<file path="config.mk">
export PLATFORM = sky130hd
export DESIGN_NAME = spectro_frame_sched
export DESIGN_NICKNAME = d
export VERILOG_FILES = /design/src/rtl/spectro_pkg.sv /design/src/rtl/sched_fill_ctr.sv /design/src/rtl/spectro_frame_sched.sv
export SDC_FILE = /design/constraint.sdc
export NUM_CORES = 1
export LEC_CHECK = 0
export CAP_MARGIN = 20
export CORE_ASPECT_RATIO = 0.9
export CORE_UTILIZATION = 45
export DETAILED_ROUTE_END_ITERATION = 10
export GPL_ROUTABILITY_DRIVEN = 0
export PLACE_DENSITY = 0.86
export RECOVER_POWER = 25
export SLEW_MARGIN = 20
export SYNTH_ARGS = -nofsm -noshare
export SYNTH_HDL_FRONTEND = slang
export SYNTH_SLANG_ARGS = --single-unit
</file>
<file path="constraint.sdc">
create_clock -name CLK -period 4.6 [get_ports CLK]
set_input_delay 0.69 -clock CLK [delete_from_list [all_inputs] [get_ports CLK]]
set_output_delay 0.69 -clock CLK [all_outputs]
set_load 0.005 [all_outputs]
</file>
<file path="src/rtl/spectro_pkg.sv">
// Shared spectrogram constants and FFT sequencing state, used by the
// frame scheduler, the FFT engine and the display.
package spectro_pkg;

   localparam int DATA_W    = 18;
   localparam int FRAME_LEN = 256;
   localparam int ADDR_W    = 8;

   typedef enum logic [1:0] {
      IDLE  = 2'd0,
      START = 2'd1,
      RUN   = 2'd2
   } fft_state_t;

endpackage

</file>
<file path="src/rtl/sched_fill_ctr.sv">
// Frame RAM fill counter: write index within the current bank, bank select,
// clear on capture disable and a last-slot flag for frame completion.
module sched_fill_ctr
   import spectro_pkg::*;
#(
   parameter int FRAME_LEN = spectro_pkg::FRAME_LEN,
   parameter int ADDR_W    = spectro_pkg::ADDR_W
)
(
   input  logic              i_clk,
   input  logic              i_rst_n,
   input  logic              i_en,
   input  logic              i_wr,
   input  logic              i_swap,
   output logic [ADDR_W-1:0] o_wr_idx,
   output logic              o_wr_bank,
   output logic              o_last
);

   logic [ADDR_W-1:0] r_wr_idx;
   logic              r_wr_bank;

   // Index wraps by width on the last slot; the bank only flips when the scheduler accepts the frame
   always_ff @(posedge i_clk or negedge i_rst_n) begin
      if (!i_rst_n) begin
         r_wr_idx  <= '0;
         r_wr_bank <= 1'b0;
      end else if (!i_en) begin
         r_wr_idx  <= '0;
      end else if (i_wr) begin
         r_wr_idx <= r_wr_idx + 1'b1;
         if (o_last && i_swap) begin
            r_wr_bank <= ~r_wr_bank;
         end
      end
   end

   assign o_wr_idx  = r_wr_idx;
   assign o_wr_bank = r_wr_bank;
   assign o_last    = (r_wr_idx == ADDR_W'(FRAME_LEN - 1));

endmodule

</file>
<file path="src/rtl/spectro_frame_sched.sv">
// Ping-pong frame scheduler between the mic decimator and the FFT engine.
// Define SCHED_OVERRUN_CNT_EN to add the saturating ovr_cnt dropped-frame counter.
module spectro_frame_sched
   import spectro_pkg::*;
#(
   parameter int DATA_W    = spectro_pkg::DATA_W,
   parameter int FRAME_LEN = spectro_pkg::FRAME_LEN,
   parameter int ADDR_W    = spectro_pkg::ADDR_W
)
(
   input  logic              CLK,
   input  logic              nRST,
   input  logic              EN,
   input  logic [DATA_W-1:0] ADATA,
   input  logic              ADATARDY,
   output logic              buf_we,
   output logic [ADDR_W:0]   buf_waddr,
   output logic [DATA_W-1:0] buf_wdata,
   output logic              fft_start,
   output logic              fft_bank,
   input  logic              fft_done,
   output logic              col_adv,
   output logic              overrun,
   output logic [15:0]       frame_cnt
`ifdef SCHED_OVERRUN_CNT_EN
   ,
   output logic [7:0]        ovr_cnt
`endif
);

   fft_state_t        r_state;
   fft_state_t        w_state_nxt;
   logic              r_pending;
   logic              r_pend_bank;
   logic              r_buf_we;
   logic [ADDR_W:0]   r_buf_waddr;
   logic [DATA_W-1:0] r_buf_wdata;
   logic              r_fft_start;
   logic              r_fft_bank;
   logic              r_col_adv;
   logic              r_overrun;
   logic [15:0]       r_frame_cnt;
   logic [ADDR_W-1:0] w_wr_idx;
   logic              w_wr_bank;
   logic              w_last;
   logic              w_wr;
   logic              w_done_run;
   logic              w_complete;
   logic              w_swap;
   logic              w_ovr;

   assign w_wr       = ADATARDY & EN;
   assign w_done_run = (r_state == RUN) & fft_done;
   assign w_complete = w_wr & w_last;
   // A completion in the same cycle as the FFT finishing counts as idle, so the swap wins
   assign w_swap     = w_complete & ((r_state == IDLE) | w_done_run);
   assign w_ovr      = w_complete & ~w_swap;

   sched_fill_ctr #(
      .FRAME_LEN (FRAME_LEN),
      .ADDR_W    (ADDR_W)
   ) u_fill_ctr (
      .i_clk     (CLK),
      .i_rst_n   (nRST),
      .i_en      (EN),
      .i_wr      (w_wr),
      .i_swap    (w_swap),
      .o_wr_idx  (w_wr_idx),
      .o_wr_bank (w_wr_bank),
      .o_last    (w_last)
   );

   // FFT sequencing state register
   always_ff @(posedge CLK or negedge nRST) begin
      if (!nRST) begin
         r_state <= IDLE;
      end else begin
         r_state <= w_state_nxt;
      end
   end

   // FFT sequencing next-state decode
   always_comb begin
      w_state_nxt = r_state;
      case (r_state)
         IDLE:    if (r_pending) w_state_nxt = START; else w_state_nxt = IDLE;
         START:   w_state_nxt = RUN;
         RUN:     if (fft_done) w_state_nxt = IDLE; else w_state_nxt = RUN;
         default: w_state_nxt = IDLE;
      endcase
   end

   // Registered RAM write port, FFT handshake, display strobe and frame bookkeeping
   always_ff @(posedge CLK or negedge nRST) begin
      if (!nRST) begin
         r_pending   <= 1'b0;
         r_pend_bank <= 1'b0;
         r_buf_we    <= 1'b0;
         r_buf_waddr <= '0;
         r_buf_wdata <= '0;
         r_fft_start <= 1'b0;
         r_fft_bank  <= 1'b0;
         r_col_adv   <= 1'b0;
         r_overrun   <= 1'b0;
         r_frame_cnt <= 16'h0000;
      end else begin
         r_buf_we    <= w_wr;
         r_fft_start <= (r_state == START);
         r_col_adv   <= w_done_run;
         r_overrun   <= w_ovr;
         if (w_wr) begin
            r_buf_waddr <= {w_wr_bank, w_wr_idx};
            r_buf_wdata <= ADATA;
         end
         if (w_swap) begin
            r_pending   <= 1'b1;
            r_pend_bank <= w_wr_bank;
         end else if (r_state == START) begin
            r_pending   <= 1'b0;
         end
         if (r_state == START) begin
            r_fft_bank <= r_pend_bank;
         end
         if (w_done_run) begin
            r_frame_cnt <= r_frame_cnt + 16'h0001;
         end
      end
   end

`ifdef SCHED_OVERRUN_CNT_EN
   logic [7:0] r_ovr_cnt;

   // Dropped-frame count, saturating at full scale
   always_ff @(posedge CLK or negedge nRST) begin
      if (!nRST) begin
         r_ovr_cnt <= 8'h00;
      end else if (w_ovr && (r_ovr_cnt != 8'hFF)) begin
         r_ovr_cnt <= r_ovr_cnt + 8'h01;
      end
   end

   assign ovr_cnt = r_ovr_cnt;
`endif

   assign buf_we    = r_buf_we;
   assign buf_waddr = r_buf_waddr;
   assign buf_wdata = r_buf_wdata;
   assign fft_start = r_fft_start;
   assign fft_bank  = r_fft_bank;
   assign col_adv   = r_col_adv;
   assign overrun   = r_overrun;
   assign frame_cnt = r_frame_cnt;

endmodule

</file>
==> impl_metrics.xml, run 1 <==
<?xml version="1.0" encoding="UTF-8"?>
<metrics>
  <group name="outcome">
    <metric name="outcome" unit="">completed</metric>
  </group>
  <group name="power_and_ir_drop">
    <metric name="p_sw" unit="W">0.000317</metric>
    <metric name="total_leakage_power" unit="nW">1.53</metric>
    <metric name="switching_fraction" unit="">0.242</metric>
    <metric name="seq_power_share" unit="">0.498</metric>
    <metric name="irDropWorstVdd" unit="mV">0.195</metric>
    <metric name="combinationalPowerShare" unit="">0.177</metric>
    <metric name="share_clk_of_total_power" unit="">0.325</metric>
    <metric name="intPower" unit="W">0.000990</metric>
    <metric name="power_density" unit="mW/mm²">385</metric>
    <metric name="totalPowerFinal" unit="W">0.00131</metric>
  </group>
  <group name="placement">
    <metric name="postPlaceCellArea" unit="mm²">0.00321</metric>
    <metric name="dp_hpwl" unit="µm">3080</metric>
    <metric name="numPlacedInstances" unit="">317</metric>
    <metric name="port-buffer-count" unit="">70</metric>
    <metric name="dpl_ws" unit="ns">1.84</metric>
  </group>
  <group name="worst_setup_path">
    <metric name="start_kind" unit="">input port</metric>
    <metric name="cp_max_fo" unit="">5</metric>
    <metric name="setup.worst_path.end_class" unit="">register</metric>
    <metric name="wp_data_arrival" unit="ns">2.25</metric>
    <metric name="critPathMaxStageDelay" unit="ns">0.52</metric>
    <metric name="path_depth" unit="">5</metric>
    <metric name="reg2regPathDepth" unit="">5</metric>
    <metric name="critical_path.slowest_cell" unit="">sky130_fd_sc_hd__clkdlybuf4s50_1</metric>
    <metric name="timing.critical_path.buf_inv" unit="">1</metric>
    <metric name="crit_chain" unit="">clkdlybuf4s50_1 &gt; nand3b_1 &gt; nor4_2 &gt; nand4_1 &gt; xnor2_1</metric>
    <metric name="cp_top_family" unit="">simple AND/OR/NAND/NOR gates</metric>
    <metric name="worst_ep_required_time" unit="ns">4.81</metric>
    <metric name="critical_path_class" unit="">in2reg</metric>
  </group>
  <group name="synthesis">
    <metric name="synthMostInstantiatedCell" unit="">sky130_fd_sc_hd__dfrtp_1</metric>
    <metric name="number_of_different_library_cells_in_the_post_synthesis_netlist" unit="">31</metric>
    <metric name="post_synth_instance_area" unit="mm²">0.00244</metric>
    <metric name="synth.yosys.seq_area_share" unit="">0.625</metric>
    <metric name="synthArstFlopShare" unit="">1.00</metric>
    <metric name="synth_seq_cells" unit="">61</metric>
    <metric name="biggest_area_contributors_in_the_synthesized_netlist" unit="">sky130_fd_sc_hd__dfrtp_1 62%, sky130_fd_sc_hd__mux2_2 13%, sky130_fd_sc_hd__xnor2_1 5.7%, sky130_fd_sc_hd__nand2_1 2.6%, sky130_fd_sc_hd__nand4_1 1.8%</metric>
    <metric name="number_of_enable_flip_flop_cells_after_synthesis" unit="">0</metric>
    <metric name="synth_commonest_cells" unit="">61 x sky130_fd_sc_hd__dfrtp_1, 29 x sky130_fd_sc_hd__mux2_2, 17 x sky130_fd_sc_hd__nand2_1, 16 x sky130_fd_sc_hd__xnor2_1, 7 x sky130_fd_sc_hd__nand4_1</metric>
    <metric name="synth_top_area_frac" unit="">0.625</metric>
    <metric name="yosysTopAreaCell" unit="">sky130_fd_sc_hd__dfrtp_1</metric>
    <metric name="synth.net_count" unit="">208</metric>
    <metric name="syn-instance-count" unit="">183</metric>
    <metric name="ys.warnings.count" unit="">0</metric>
    <metric name="syn_area_per_cell" unit="µm²">13.4</metric>
    <metric name="ys.flop_type" unit="">sky130_fd_sc_hd__dfrtp_1</metric>
  </group>
  <group name="clock_network">
    <metric name="cts.repair.resized" unit="">0</metric>
    <metric name="htree_num_levels" unit="">3</metric>
    <metric name="cts-root-to-sink-buffers" unit="">2</metric>
    <metric name="postCtsSetupRepairBufs" unit="">0</metric>
    <metric name="clock_latency" unit="ns">0.33</metric>
    <metric name="clk_pin_slew_worst_paths" unit="ns">0.06</metric>
    <metric name="cts_tree" unit="">yes</metric>
    <metric name="postCtsHoldBufs" unit="">0</metric>
    <metric name="numCtsBuffers" unit="">9</metric>
    <metric name="clock_sink_count" unit="">61</metric>
    <metric name="cts_root_buf" unit="">sky130_fd_sc_hd__clkbuf_8</metric>
  </group>
  <group name="floorplanning">
    <metric name="starting_density" unit="">0.465</metric>
    <metric name="floorplan.die.width" unit="µm">79.7</metric>
    <metric name="die_height" unit="µm">71.9</metric>
    <metric name="total_die_area" unit="mm²">0.00573</metric>
    <metric name="floorplan.rows" unit="">25</metric>
    <metric name="boundaryPins" unit="">71</metric>
    <metric name="core_area" unit="mm²">0.00526</metric>
  </group>
  <group name="detailed_routing">
    <metric name="routed_wirelength" unit="µm">4430</metric>
    <metric name="viasPerCell" unit="">4.97</metric>
    <metric name="first_iter_violations" unit="">89</metric>
    <metric name="detailed_route_via_count" unit="">1651</metric>
    <metric name="avgRoutedWirePerCell" unit="µm">13.3</metric>
    <metric name="residual_antenna_violating_net_count_after_detailed_routing" unit="">0</metric>
    <metric name="drc" unit="">0</metric>
    <metric name="number_of_detailed_route_iterations_in_the_first_pass" unit="">4</metric>
  </group>
  <group name="cells_and_area">
    <metric name="antenna_cells" unit="">0</metric>
    <metric name="layout.filler_cells" unit="">418</metric>
    <metric name="syn_to_final_growth" unit="%">38.9</metric>
    <metric name="multiInputGateArea" unit="µm²">880</metric>
    <metric name="finish.instance_area" unit="mm²">0.00339</metric>
    <metric name="fraction_of_layout_cells_with_a_size_suffix_above_1" unit="">0.185</metric>
    <metric name="ff_latch_area" unit="mm²">0.00153</metric>
    <metric name="final-instance-count-excl-fill" unit="">332</metric>
    <metric name="nNetsFinal" unit="">286</metric>
  </group>
  <group name="sta">
    <metric name="rsz0062_at_grt" unit="">false</metric>
    <metric name="maxSlewHeadroom" unit="">0.516</metric>
    <metric name="timing_max_transition_violations_final" unit="">0</metric>
    <metric name="worst_clock_skew" unit="ns">0.00888</metric>
    <metric name="fin_setup_tns" unit="ns">0</metric>
    <metric name="fmaxAchievable" unit="MHz">490</metric>
    <metric name="period_needed" unit="ns">2.04</metric>
    <metric name="max_slew.worst_pin.slew" unit="ns">0.725</metric>
    <metric name="fin_crit_sh" unit="">0.443</metric>
    <metric name="final.setup.worst_slack" unit="ns">2.56</metric>
    <metric name="final_count_of_negative_setup_slack_endpoints" unit="">0</metric>
    <metric name="timing_hold_violations_final" unit="">0</metric>
  </group>
  <group name="global_routing">
    <metric name="overflow" unit="">0</metric>
    <metric name="antenna_found_initial" unit="">0</metric>
    <metric name="global_route_wire_length_before_repair" unit="µm">7500</metric>
    <metric name="groute.usage.overall" unit="">0.177</metric>
    <metric name="grt_start_max_net_pins" unit="">62</metric>
    <metric name="grt_pass1_vias" unit="">1659</metric>
  </group>
  <group name="worst_hold_path">
    <metric name="timing.hold.worst_path_depth" unit="">2</metric>
    <metric name="hold_path.class" unit="">reg2reg</metric>
  </group>
  <group name="run">
    <metric name="drv_cap" unit="">0</metric>
  </group>
</metrics>
==> worst paths after layout <==
path / startpoint / slack, ns / endpoint
worst max-delay path: fft_done / 2.56 / frame_cnt[15]
worst min-delay path: r_pending / 0.48 / r_pending
worst max register to register: frame_cnt[0] / 2.90 / frame_cnt[10]
worst min register to register: r_pending / 0.48 / r_pending
max in group asynchronous: nRST / 3.62 / u_fill_ctr.o_wr_bank
min in group asynchronous: nRST / 0.50 / frame_cnt[6]
==> worst register-to-register path, stage by stage (launching register included) <==
cell                      delay, ns
sky130_fd_sc_hd__dfrtp_1       0.42
sky130_fd_sc_hd__ha_1          0.16
sky130_fd_sc_hd__and4b_1       0.24
sky130_fd_sc_hd__or4b_4        0.52
sky130_fd_sc_hd__nor2_1        0.13
sky130_fd_sc_hd__xor2_1        0.16
==> cell type report <==
cell class	count	share of cell area
Sequential cell	61	0.450
Multi-Input combinational cell	112	0.259
Inverter	6	0.00664
Clock inverter	1	0.00147
Tap cell	67	0.0247
Clock buffer	14	0.0509
Timing Repair Buffer	71	0.207
==> through the flow <==
step           hold slack (ns)  utilization
2_1_floorplan            0.394            -
3_3_place_gp             0.443        0.611
3_5_place_dp             0.465        0.611
4_1_cts                  0.482        0.645
5_1_grt                  0.509        0.646
6_report                 0.477        0.646
==> cells by family after synthesis <==
kind of cell,share of synthesized area
flops,0.625
simple gates,0.121
mux,0.138
xor+xnor,0.0753
buf+inv,0.0164
compound gates,0.0143
fa+ha+maj,0.0102
==> flip-flops by register name (all words and copies together) (netlist names) <==
name and flops:
fft_bank 1, col_adv 1, fft_start 1, u_fill_ctr.o_wr_bank 1, r_pend_bank 1, r_pending 1
overrun 1, frame_cnt 16, buf_waddr 9, buf_we 1, r_state 2, u_fill_ctr.o_wr_idx 8
buf_wdata 18
==> power by group through the flow <==
| stage | logic (W) | registers [W] | clock network, W |
|---|---|---|---|
| 2_1_floorplan | 0.0000899 | 0.000654 | 0 |
| 5_1_grt | 0.000256 | 0.000659 | 0.000459 |
| 6_report | 0.000232 | 0.000651 | 0.000424 |
| 3_3_place_gp | 0.000229 | 0.000656 | 0 |
| 4_1_cts | 0.000237 | 0.000651 | 0.000439 |
| 3_5_place_dp | 0.000236 | 0.000660 | 0 |
==> routing by layer <==
metal	global-route usage	vias to the layer above	share of wire
li1	-	775	-
met1	0.219	814	0.45
met2	0.271	52	0.48
met3	0.0503	10	0.052
met4	0.117	0	0.022
met5	0	-	0
==> layout by cell type (no fill, tap or decap), types with 2 or more instances in the layout <==
cell type,count
sky130_fd_sc_hd__xnor2_1,16
sky130_fd_sc_hd__a21boi_0,2
sky130_fd_sc_hd__clkbuf_8,12
sky130_fd_sc_hd__mux2_2,29
sky130_fd_sc_hd__clkdlybuf4s50_1,69
sky130_fd_sc_hd__nand3_1,2
sky130_fd_sc_hd__clkbuf_1,2
sky130_fd_sc_hd__and2_1,6
sky130_fd_sc_hd__and3_1,3
sky130_fd_sc_hd__nor2_1,4
sky130_fd_sc_hd__inv_1,6
sky130_fd_sc_hd__o21ai_0,3
sky130_fd_sc_hd__nand2_1,16
sky130_fd_sc_hd__or3_1,2
sky130_fd_sc_hd__ha_1,2
sky130_fd_sc_hd__xor2_1,5
sky130_fd_sc_hd__nand4_1,7
sky130_fd_sc_hd__dfrtp_1,61
(Power assumes the default switching activity.)
==> run 2: changes to the inputs <==
Settings changed: CORE_UTILIZATION 45 to 42, PLACE_DENSITY 0.86 to 0.85.
Clock period 4.6 ns to 1.7 ns, I/O delays scaled along.
==> impl_metrics.xml, run 2 (synthesis gave the netlist of run 1 again) <==
<?xml version="1.0" encoding="UTF-8"?>
<metrics>
  <group name="clock_network">
    <metric name="postCtsSetupRepairBufs" unit="">0</metric>
    <metric name="cts-root-to-sink-buffers" unit="">2</metric>
    <metric name="numCtsBuffers" unit="">9</metric>
    <metric name="cts_tree" unit="">yes</metric>
    <metric name="clock_latency" unit="ns">0.33</metric>
    <metric name="clock_sink_count" unit="">61</metric>
    <metric name="htree_num_levels" unit="">3</metric>
    <metric name="clk_pin_slew_worst_paths" unit="ns">0.07</metric>
    <metric name="cts_root_buf" unit="">sky130_fd_sc_hd__clkbuf_8</metric>
  </group>
  <group name="cells_and_area">
    <metric name="final_core_util" unit="">0.662</metric>
    <metric name="layout_common_cells" unit="">69 x sky130_fd_sc_hd__clkdlybuf4s50_1, 60 x sky130_fd_sc_hd__dfrtp_1, 29 x sky130_fd_sc_hd__mux2_2, 17 x sky130_fd_sc_hd__nand2_1, 16 x sky130_fd_sc_hd__xnor2_1</metric>
    <metric name="antenna_cells" unit="">0</metric>
    <metric name="final-instance-count-excl-fill" unit="">350</metric>
    <metric name="fraction_of_layout_cells_with_a_size_suffix_above_1" unit="">0.237</metric>
    <metric name="syn_to_final_growth" unit="%">46.6</metric>
    <metric name="final_common_cell" unit="">sky130_fd_sc_hd__clkdlybuf4s50_1</metric>
    <metric name="largest_register_ffs" unit="">18</metric>
    <metric name="nNetsFinal" unit="">303</metric>
  </group>
  <group name="sta">
    <metric name="rsz0062_at_grt" unit="">false</metric>
    <metric name="maxSlewHeadroom" unit="">0.457</metric>
    <metric name="final_count_of_negative_setup_slack_endpoints" unit="">0</metric>
    <metric name="max_slew.worst_pin.slew" unit="ns">0.815</metric>
    <metric name="fin_crit_sh" unit="">0.924</metric>
    <metric name="period_needed" unit="ns">1.57</metric>
    <metric name="timing_max_transition_violations_final" unit="">0</metric>
    <metric name="timing_hold_violations_final" unit="">0</metric>
    <metric name="worst_clock_skew" unit="ns">0.00656</metric>
    <metric name="holdWs" unit="ns">0.458</metric>
    <metric name="fmaxAchievable" unit="MHz">637</metric>
  </group>
  <group name="detailed_routing">
    <metric name="avgRoutedWirePerCell" unit="µm">13.3</metric>
    <metric name="first_iter_violations" unit="">76</metric>
    <metric name="routed_wirelength" unit="µm">4650</metric>
    <metric name="route.met2.wl" unit="µm">2220</metric>
    <metric name="routedLengthMet1" unit="µm">2020</metric>
    <metric name="residual_antenna_violating_net_count_after_detailed_routing" unit="">0</metric>
    <metric name="drc" unit="">0</metric>
    <metric name="detailed_route_via_count" unit="">1708</metric>
    <metric name="topRoutingLayerUsed" unit="">met4</metric>
    <metric name="detailroute.wirelength.met3" unit="µm">336</metric>
    <metric name="number_of_detailed_route_iterations_in_the_first_pass" unit="">4</metric>
    <metric name="viasPerCell" unit="">4.88</metric>
  </group>
  <group name="placement">
    <metric name="port-buffer-count" unit="">70</metric>
    <metric name="dp_hpwl" unit="µm">3300</metric>
    <metric name="numPlacedInstances" unit="">333</metric>
  </group>
  <group name="worst_setup_path">
    <metric name="worst_ep_required_time" unit="ns">1.96</metric>
    <metric name="cp_max_fo" unit="">4</metric>
    <metric name="cp_top_family" unit="">simple AND/OR/NAND/NOR gates</metric>
    <metric name="start_kind" unit="">register</metric>
    <metric name="crit_chain" unit="">ha_1 &gt; and4b_1 &gt; or4b_4 &gt; nor2_1 &gt; xor2_1</metric>
    <metric name="critical_path.slowest_cell" unit="">sky130_fd_sc_hd__or4b_4</metric>
    <metric name="wp_data_arrival" unit="ns">1.83</metric>
    <metric name="critical_path_class" unit="">reg2reg</metric>
    <metric name="timing.critical_path.buf_inv" unit="">0</metric>
    <metric name="critPathMaxStageDelay" unit="ns">0.50</metric>
    <metric name="setup.worst_path.end_class" unit="">register</metric>
  </group>
  <group name="floorplanning">
    <metric name="floorplan.die.width" unit="µm">82.4</metric>
    <metric name="starting_density" unit="">0.452</metric>
    <metric name="core_area" unit="mm²">0.00541</metric>
    <metric name="die_height" unit="µm">74.4</metric>
    <metric name="total_die_area" unit="mm²">0.00613</metric>
    <metric name="floorplan.rows" unit="">25</metric>
    <metric name="boundaryPins" unit="">71</metric>
  </group>
  <group name="power_and_ir_drop">
    <metric name="power_density" unit="mW/mm²">1090</metric>
    <metric name="total_leakage_power" unit="nW">1.63</metric>
    <metric name="irDropWorstVdd" unit="mV">0.771</metric>
    <metric name="totalPowerFinal" unit="W">0.00392</metric>
  </group>
  <group name="global_routing">
    <metric name="global_route_wire_length_before_repair" unit="µm">7830</metric>
    <metric name="groute.usage.overall" unit="">0.177</metric>
    <metric name="grt_pass1_vias" unit="">1764</metric>
    <metric name="grt_start_max_net_pins" unit="">62</metric>
    <metric name="antenna_found_initial" unit="">0</metric>
    <metric name="overflow" unit="">0</metric>
  </group>
  <group name="run">
    <metric name="drv_cap" unit="">0</metric>
  </group>
  <group name="outcome">
    <metric name="outcome" unit="">completed</metric>
  </group>
  <group name="worst_hold_path">
    <metric name="hold_path.class" unit="">reg2reg</metric>
  </group>
</metrics>
run 2: where the power goes:
| part | leakage [nW] | total, W | internal [W] | switching, W |
|---|---|---|---|---|
| Combinational | 0.727 | 0.000757 | 0.000488 | 0.000269 |
| Clock | 0.116 | 0.00143 | 0.000901 | 0.000532 |
| Sequential | 0.791 | 0.00173 | 0.00162 | 0.000107 |
| Total | 1.63 | 0.00392 | 0.00301 | 0.000908 |
run 2: what timing repair did:
action | in CTS | in global routing
resized for setup | 0 | 1
hold buffers | 1 | 0
endpoints found under the hold margin | 61 | 0
setup endpoints to repair | 0 | 1
run 2: final timing paths:
check | end | slack (ns) | depth (start not counted) | start
max in group asynchronous | r_state[0] | 0.47 | 3 | nRST
hold / removal | r_pending | 0.46 | 2 | r_pending
hold reg to reg | r_pending | 0.46 | 2 | r_pending
min in group asynchronous | buf_wdata[0] | 0.65 | 3 | nRST
setup / recovery | frame_cnt[10] | 0.13 | 5 | frame_cnt[1]
setup reg to reg | frame_cnt[10] | 0.13 | 5 | frame_cnt[1]
run 2: worst reg2reg max path: stages (launching register included):
cell and delay [ns]:
sky130_fd_sc_hd__dfrtp_1 0.35, sky130_fd_sc_hd__ha_1 0.15, sky130_fd_sc_hd__and4b_1 0.20, sky130_fd_sc_hd__or4b_4 0.50
sky130_fd_sc_hd__nor2_1 0.15, sky130_fd_sc_hd__xor2_1 0.15
run 2: area by class of cell:
cell class              instances  area, µm²
multi-input cells             112        877
well taps                      67       83.8
clock buffers                  12        155
inverters                       6       22.5
flip-flops and latches         61       1530
repair buffers                 88        846
fillers                       419       1830
clock inverters                 4       70.1
run 2: routing by layer:
layer,up-vias,global-route usage
li1,814,-
met1,828,0.208
met2,56,0.273
met3,10,0.101
met4,0,0.0604
met5,-,0
run 2: through the flow:
stage | setup TNS [ns] | setup slack (ns) | instance area (µm²)
after global routing | 0 | 0.00276 | 3580
after floorplan | 0 | 0.104 | 2440
final | 0 | 0.130 | 3580
after detailed placement | -0.535 | -0.151 | 3360
after global placement | -0.296 | -0.0985 | 3360
after CTS | 0 | 0.100 | 3590
==> run 3: changes to the inputs <==
Settings changed: CAP_MARGIN 20 to not set.
==> results of run 3 <==
Final layout, timing and power as in run 2 (identical DEF).
